<file path="config.mk">
export PLATFORM = sky130hd
export DESIGN_NAME = base_sr_event_arb
export DESIGN_NICKNAME = d
export VERILOG_FILES = /design/src/rtl/base_sr_event_arb.sv
export SDC_FILE = /design/constraint.sdc
export NUM_CORES = 1
export LEC_CHECK = 0
export BUFFER_PORTS_ARGS = -buffer_cell sky130_fd_sc_hd__buf_4
export CAP_MARGIN = 20
export CORE_ASPECT_RATIO = 1.2
export CORE_UTILIZATION = 52
export DETAILED_ROUTE_END_ITERATION = 7
export GPL_ROUTABILITY_DRIVEN = 0
export PLACE_DENSITY = 0.82
export SLEW_MARGIN = 30
export SYNTH_ARGS = -nofsm -noshare
export SYNTH_HDL_FRONTEND = slang
export SYNTH_SLANG_ARGS = --single-unit
</file>
<file path="constraint.sdc">
create_clock -name clk -period 1.9 [get_ports clk]
set_clock_uncertainty 0.1 [all_clocks]
set_input_delay 0.095 -clock clk [delete_from_list [all_inputs] [get_ports clk]]
set_output_delay 0.095 -clock clk [all_outputs]
set_load 0.05 [all_outputs]
</file>
<file path="src/rtl/base_sr_event_arb.sv">
// -----------------------------------------------------------------------------
// base_sr_event_arb
//
// Purpose
//   Drains a vector of sticky set/reset event flags one event at a time, in
//   round-robin order. The block sits directly downstream of a per-bit sticky
//   latch: pend is the latch q, clr drives the latch rst.
//
//   For every pending bit the index is offered on a valid/ready port. Once the
//   consumer takes it, the block pulses that bit's clear for one cycle and then
//   returns to scanning. The latch updates at the end of the clear cycle, so
//   the next scan never sees the event that was just delivered (unless it was
//   set again in the meantime, which is a genuine new arrival).
//
// Parameters
//   width   number of event flags (>= 2, need not be a power of 2)
//   lwidth  index width, >= clog2(width)
//   cwidth  width of the delivered-event counter
//
// Ports
//   clk      in   1       clock, rising edge
//   reset_n  in   1       synchronous reset, active low
//   pend     in   width   sticky flags, bit i high = event i pending
//   clr      out  width   one-hot, one-cycle clear pulse to the latch rst
//   o_v      out  1       event index valid
//   o_r      in   1       consumer ready
//   o_idx    out  lwidth  index of the presented event
//   o_cnt    out  cwidth  count of accepted events, wraps
//
// All outputs come straight from registers.
// -----------------------------------------------------------------------------
module base_sr_event_arb #(
  parameter int width  = 8,
  parameter int lwidth = 3,
  parameter int cwidth = 16
) (
  input  logic              clk,
  input  logic              reset_n,
  input  logic [width-1:0]  pend,
  output logic [width-1:0]  clr,
  output logic              o_v,
  input  logic              o_r,
  output logic [lwidth-1:0] o_idx,
  output logic [cwidth-1:0] o_cnt
);

  typedef enum logic [1:0] {
    IDLE    = 2'd0,
    PRESENT = 2'd1,
    CLEAR   = 2'd2
  } state_t;

  state_t              state_reg, state_next;
  logic [lwidth-1:0]   ptr_reg,   ptr_next;
  logic                v_reg,     v_next;
  logic [lwidth-1:0]   idx_reg,   idx_next;
  logic [width-1:0]    clr_reg,   clr_next;
  logic [cwidth-1:0]   cnt_reg,   cnt_next;

  // ---------------------------------------------------------------------------
  // Round-robin pick
  //
  // The search "first set bit at index >= ptr, wrapping" is split into two
  // plain priority encodes: the lowest set bit among the indices at or above
  // ptr wins; only if that region is empty does the lowest set bit overall
  // win (that is the wrapped part 0..ptr-1). This avoids a modulo on a
  // non-power-of-2 width.
  // ---------------------------------------------------------------------------
  logic [width-1:0]  upper_mask;
  logic [width-1:0]  pend_upper;
  logic              any_upper;
  logic [lwidth-1:0] pick_idx;
  logic [width-1:0]  idx_onehot;

  for (genvar gi = 0; gi < width; gi++) begin : g_mask
    assign upper_mask[gi] = (lwidth'(gi) >= ptr_reg);
  end

  // Decoded form of the presented index, used to build the clear pulse.
  for (genvar gi = 0; gi < width; gi++) begin : g_onehot
    assign idx_onehot[gi] = (idx_reg == lwidth'(gi));
  end

  // Lowest set bit of v; returns 0 for an all-zero vector (never used then).
  function automatic logic [lwidth-1:0] lowest_set(input logic [width-1:0] v);
    logic [lwidth-1:0] r;
    r = '0;
    for (int i = width - 1; i >= 0; i--) begin
      if (v[i]) begin
        r = lwidth'(i);
      end
    end
    return r;
  endfunction

  assign pend_upper = pend & upper_mask;
  assign any_upper  = |pend_upper;
  assign pick_idx   = any_upper ? lowest_set(pend_upper) : lowest_set(pend);

  // ---------------------------------------------------------------------------
  // State and output registers
  // ---------------------------------------------------------------------------
  always_ff @(posedge clk) begin
    if (!reset_n) begin
      state_reg <= IDLE;
      ptr_reg   <= '0;
      v_reg     <= 1'b0;
      idx_reg   <= '0;
      clr_reg   <= '0;
      cnt_reg   <= '0;
    end else begin
      state_reg <= state_next;
      ptr_reg   <= ptr_next;
      v_reg     <= v_next;
      idx_reg   <= idx_next;
      clr_reg   <= clr_next;
      cnt_reg   <= cnt_next;
    end
  end

  // ---------------------------------------------------------------------------
  // Next-state / next-output logic
  //
  // clr_next defaults to zero so the clear is a single-cycle pulse that can
  // only be raised on the PRESENT->CLEAR transition.
  // ---------------------------------------------------------------------------
  always_comb begin
    state_next = state_reg;
    ptr_next   = ptr_reg;
    v_next     = v_reg;
    idx_next   = idx_reg;
    clr_next   = '0;
    cnt_next   = cnt_reg;

    case (state_reg)
      IDLE: begin
        if (|pend) begin
          idx_next   = pick_idx;
          v_next     = 1'b1;
          state_next = PRESENT;
        end
      end

      PRESENT: begin
        // o_v and o_idx stay put until the handshake completes, even if the
        // flag behind them drops in the meantime.
        if (v_reg && o_r) begin
          v_next     = 1'b0;
          clr_next   = idx_onehot;
          cnt_next   = cnt_reg + cwidth'(1);
          // Restart the next scan just past the delivered event.
          ptr_next   = (idx_reg == lwidth'(width - 1)) ? '0
                                                       : idx_reg + lwidth'(1);
          state_next = CLEAR;
        end
      end

      CLEAR: begin
        // The clear pulse is visible during this cycle; the latch drops the
        // bit at the closing edge, before IDLE samples pend again.
        state_next = IDLE;
      end

      default: begin
        state_next = IDLE;
        v_next     = 1'b0;
      end
    endcase
  end

  assign o_v   = v_reg;
  assign o_idx = idx_reg;
  assign clr   = clr_reg;
  assign o_cnt = cnt_reg;

endmodule

</file>
==> qor.yml <==
worstPathArrival_ns: 1.88
syn_area_per_cell_sq_um: 9.17
die_w_microns: 52.9
drc_errors: 0
ys_types: 45
layout_min_cycle_time_ns: 1.76
path_buf_inv: 0
grt_pass1_wl_microns: 5530
met3WireLength_microns: 104
cts_buffer_depth: 2
post-cts-setup-buffers: 0
synth_flop_cell: "dfxtp_1"
setup_tns_ns: 0
ios: 39
nFillCells: 230
overflow: 0
required_ns: 2.02
final_nets: 237
clock_latency_ns: 0.34
top_layer: "met4"
final.period_utilization_pct: 92.5
dieArea_sq_um: 3330
core-area_sq_um: 2860
finalInstanceArea_sq_um: 2050
slowest_delay_ns: 0.41
cp-end-kind: "register"
fin_cells: 254
power_density_nw_per_um2: 712
dp_cells: 244
cts_tree: "built"
syn_inst: 176
status: "completed"
diodes: 0
largest_reg_flops: 16
holdWs_ns: 0.112
cts_num_sinks: 33
syn_area_sq_um: 1610
hpwl_microns: 2510
h-tree-depth: 2
drive_gt1_share_pct: 25.0
yosys_register_bits: 33
crit_chain: "and4b_1 > and4_1 > nand3_1 > o211ai_1 > o31ai_1"
ir_drop_mv: 0.592
drt_iter0_drc: 29
detail_route.vias_per_cell: 5.41
dr.pass1.iters: 5
cts_made_buffers: 5
critPathMaxFanout: 7
path_delay_family: "simple AND/OR/NAND/NOR gates"
leakagePower_nw: 0.915
yosys_warnings: 0
rsz0062_at_grt: "false"
maxCapViolations: 0
synthArstFlopShare_pct: 0
setup_viol_count_final: 0
numPortBuffers: 38
grt.total_usage_pct: 22.6
routedWlPerCell_microns: 13.1
drv_slew: 0
hold_class: "in -> reg"
tightest_slew_ns: 0.479
antenna_found_initial: 0
antenna_left: 0
initial_utilization_pct: 56.4
start_kind: "register"
grt_max_degree: 29
synth_fp_nets: 194
max_freq_ghz: 0.569
vias: 1375
clockRootBuffer: "clkbuf_4"
area_delta_synth_final_pct: 26.8
dr_wl_met2_microns: 1760
placed_area_sq_um: 1940
wl_met1_microns: 1390
cp_slowest_cell: "dfxtp_1"
path_clk_slew_ns: 0.11
timing_hold_violations_final: 0
dieHeight_microns: 63.0
routed_wl_microns: 3330
path_class: "reg -> reg"
maxSlewHeadroom_pct: 67.8
grt_pass1_vias: 1305
seq_area_frac_synth_pct: 40.9
synth-edff-count: 0
rows: 21
-- power by group --
part	internal [W]	switching [W]	leakage [nW]
Clock	0.000313	0.000241	0.0445
Combinational	0.0000766	0.000103	0.603
Sequential	0.000706	0.0000175	0.267
Total	0.00110	0.000362	0.915
-- kinds of logic after synthesis --
family | share of synthesized area (%)
mux | 1.86
compound gates | 14.4
flops | 40.9
simple gates | 27.0
xor+xnor | 7.05
buf+inv | 3.33
fa+ha+maj | 5.43
-- cell usage after synthesis, drive strengths merged, types with 3 or more instances --
master,count,area share (%)
o21ai,4,1.2
ha,7,5.4
and3,11,4.3
nand3,5,1.6
dfxtp,33,41
nand2,12,2.8
a21oi,5,1.6
inv,7,1.6
clkbuf,6,1.4
a21boi,5,2.3
xnor2,12,6.5
nor2b,5,1.9
and2,15,5.8
nand4,7,2.7
nor2,6,1.4
mux2i,3,1.9
-- tightest hold or removal path, stage by stage --
cell and delay (ns):
buf_4 0.11, a21oi_1 0.06, nand2_1 0.11, o311a_1 0.16
-- final timing paths --
path / startpoint / endpoint / slack, ns / cells past startpoint
setup reg to reg: state_reg[0] / o_cnt[13] / 0.14 / 5
hold / removal: pend[7] / o_idx[0] / 0.11 / 4
hold reg to reg: o_v / o_v / 0.37 / 2
setup / recovery: state_reg[0] / o_cnt[13] / 0.14 / 5
-- layer usage --
metal / vias up / track usage [%]
met5: - / 0
met4: 0 / 11.8
met3: 7 / 5.84
met2: 35 / 39.1
met1: 627 / 24.0
li1: 706 / -
-- per-stage QoR --
step	power, W	utilization [%]	setup slack, ns
final	0.00146	71.5	0.143
after floorplan	0.000852	-	0.00464
after global placement	0.000910	67.7	0.252
after global routing	0.00154	71.5	0.0485
after detailed placement	0.000916	67.7	0.205
after CTS	0.00147	71.5	0.152
-- final cells by class --
class | count | area (sq um) | area share, %
clock buffers | 6 | 51.3 | 2.51
clock inverters | 2 | 37.5 | 1.83
inverters | 7 | 26.3 | 1.28
multi-input cells | 129 | 900 | 43.9
flip-flops and latches | 33 | 662 | 32.3
well taps | 34 | 42.5 | 2.08
repair buffers | 43 | 328 | 16.0
-- repair_timing --
item,CTS,global route
gates resized for setup,0,0
hold endpoints to repair,3,0
hold buffers,2,0
-- placed cells by master (no fill, tap or decap), drive strengths merged, types with 2 or more instances in the layout --
cell         instances
and3                11
nor2b                5
ha                   7
mux2i                3
o31ai                2
dfxtp               33
inv                  7
and2                15
a21boi               5
nand4                7
nand3                5
nand2b               2
o21bai               2
nand2               12
and4                 2
nor2                 6
nor4                 2
o21ai                4
clkbuf               6
buf                 41
o211ai               2
xnor2               12
a21oi                5
dlygate4sd3          2
or3                  2
No activity file was read; power rests on OpenSTA's default activity.
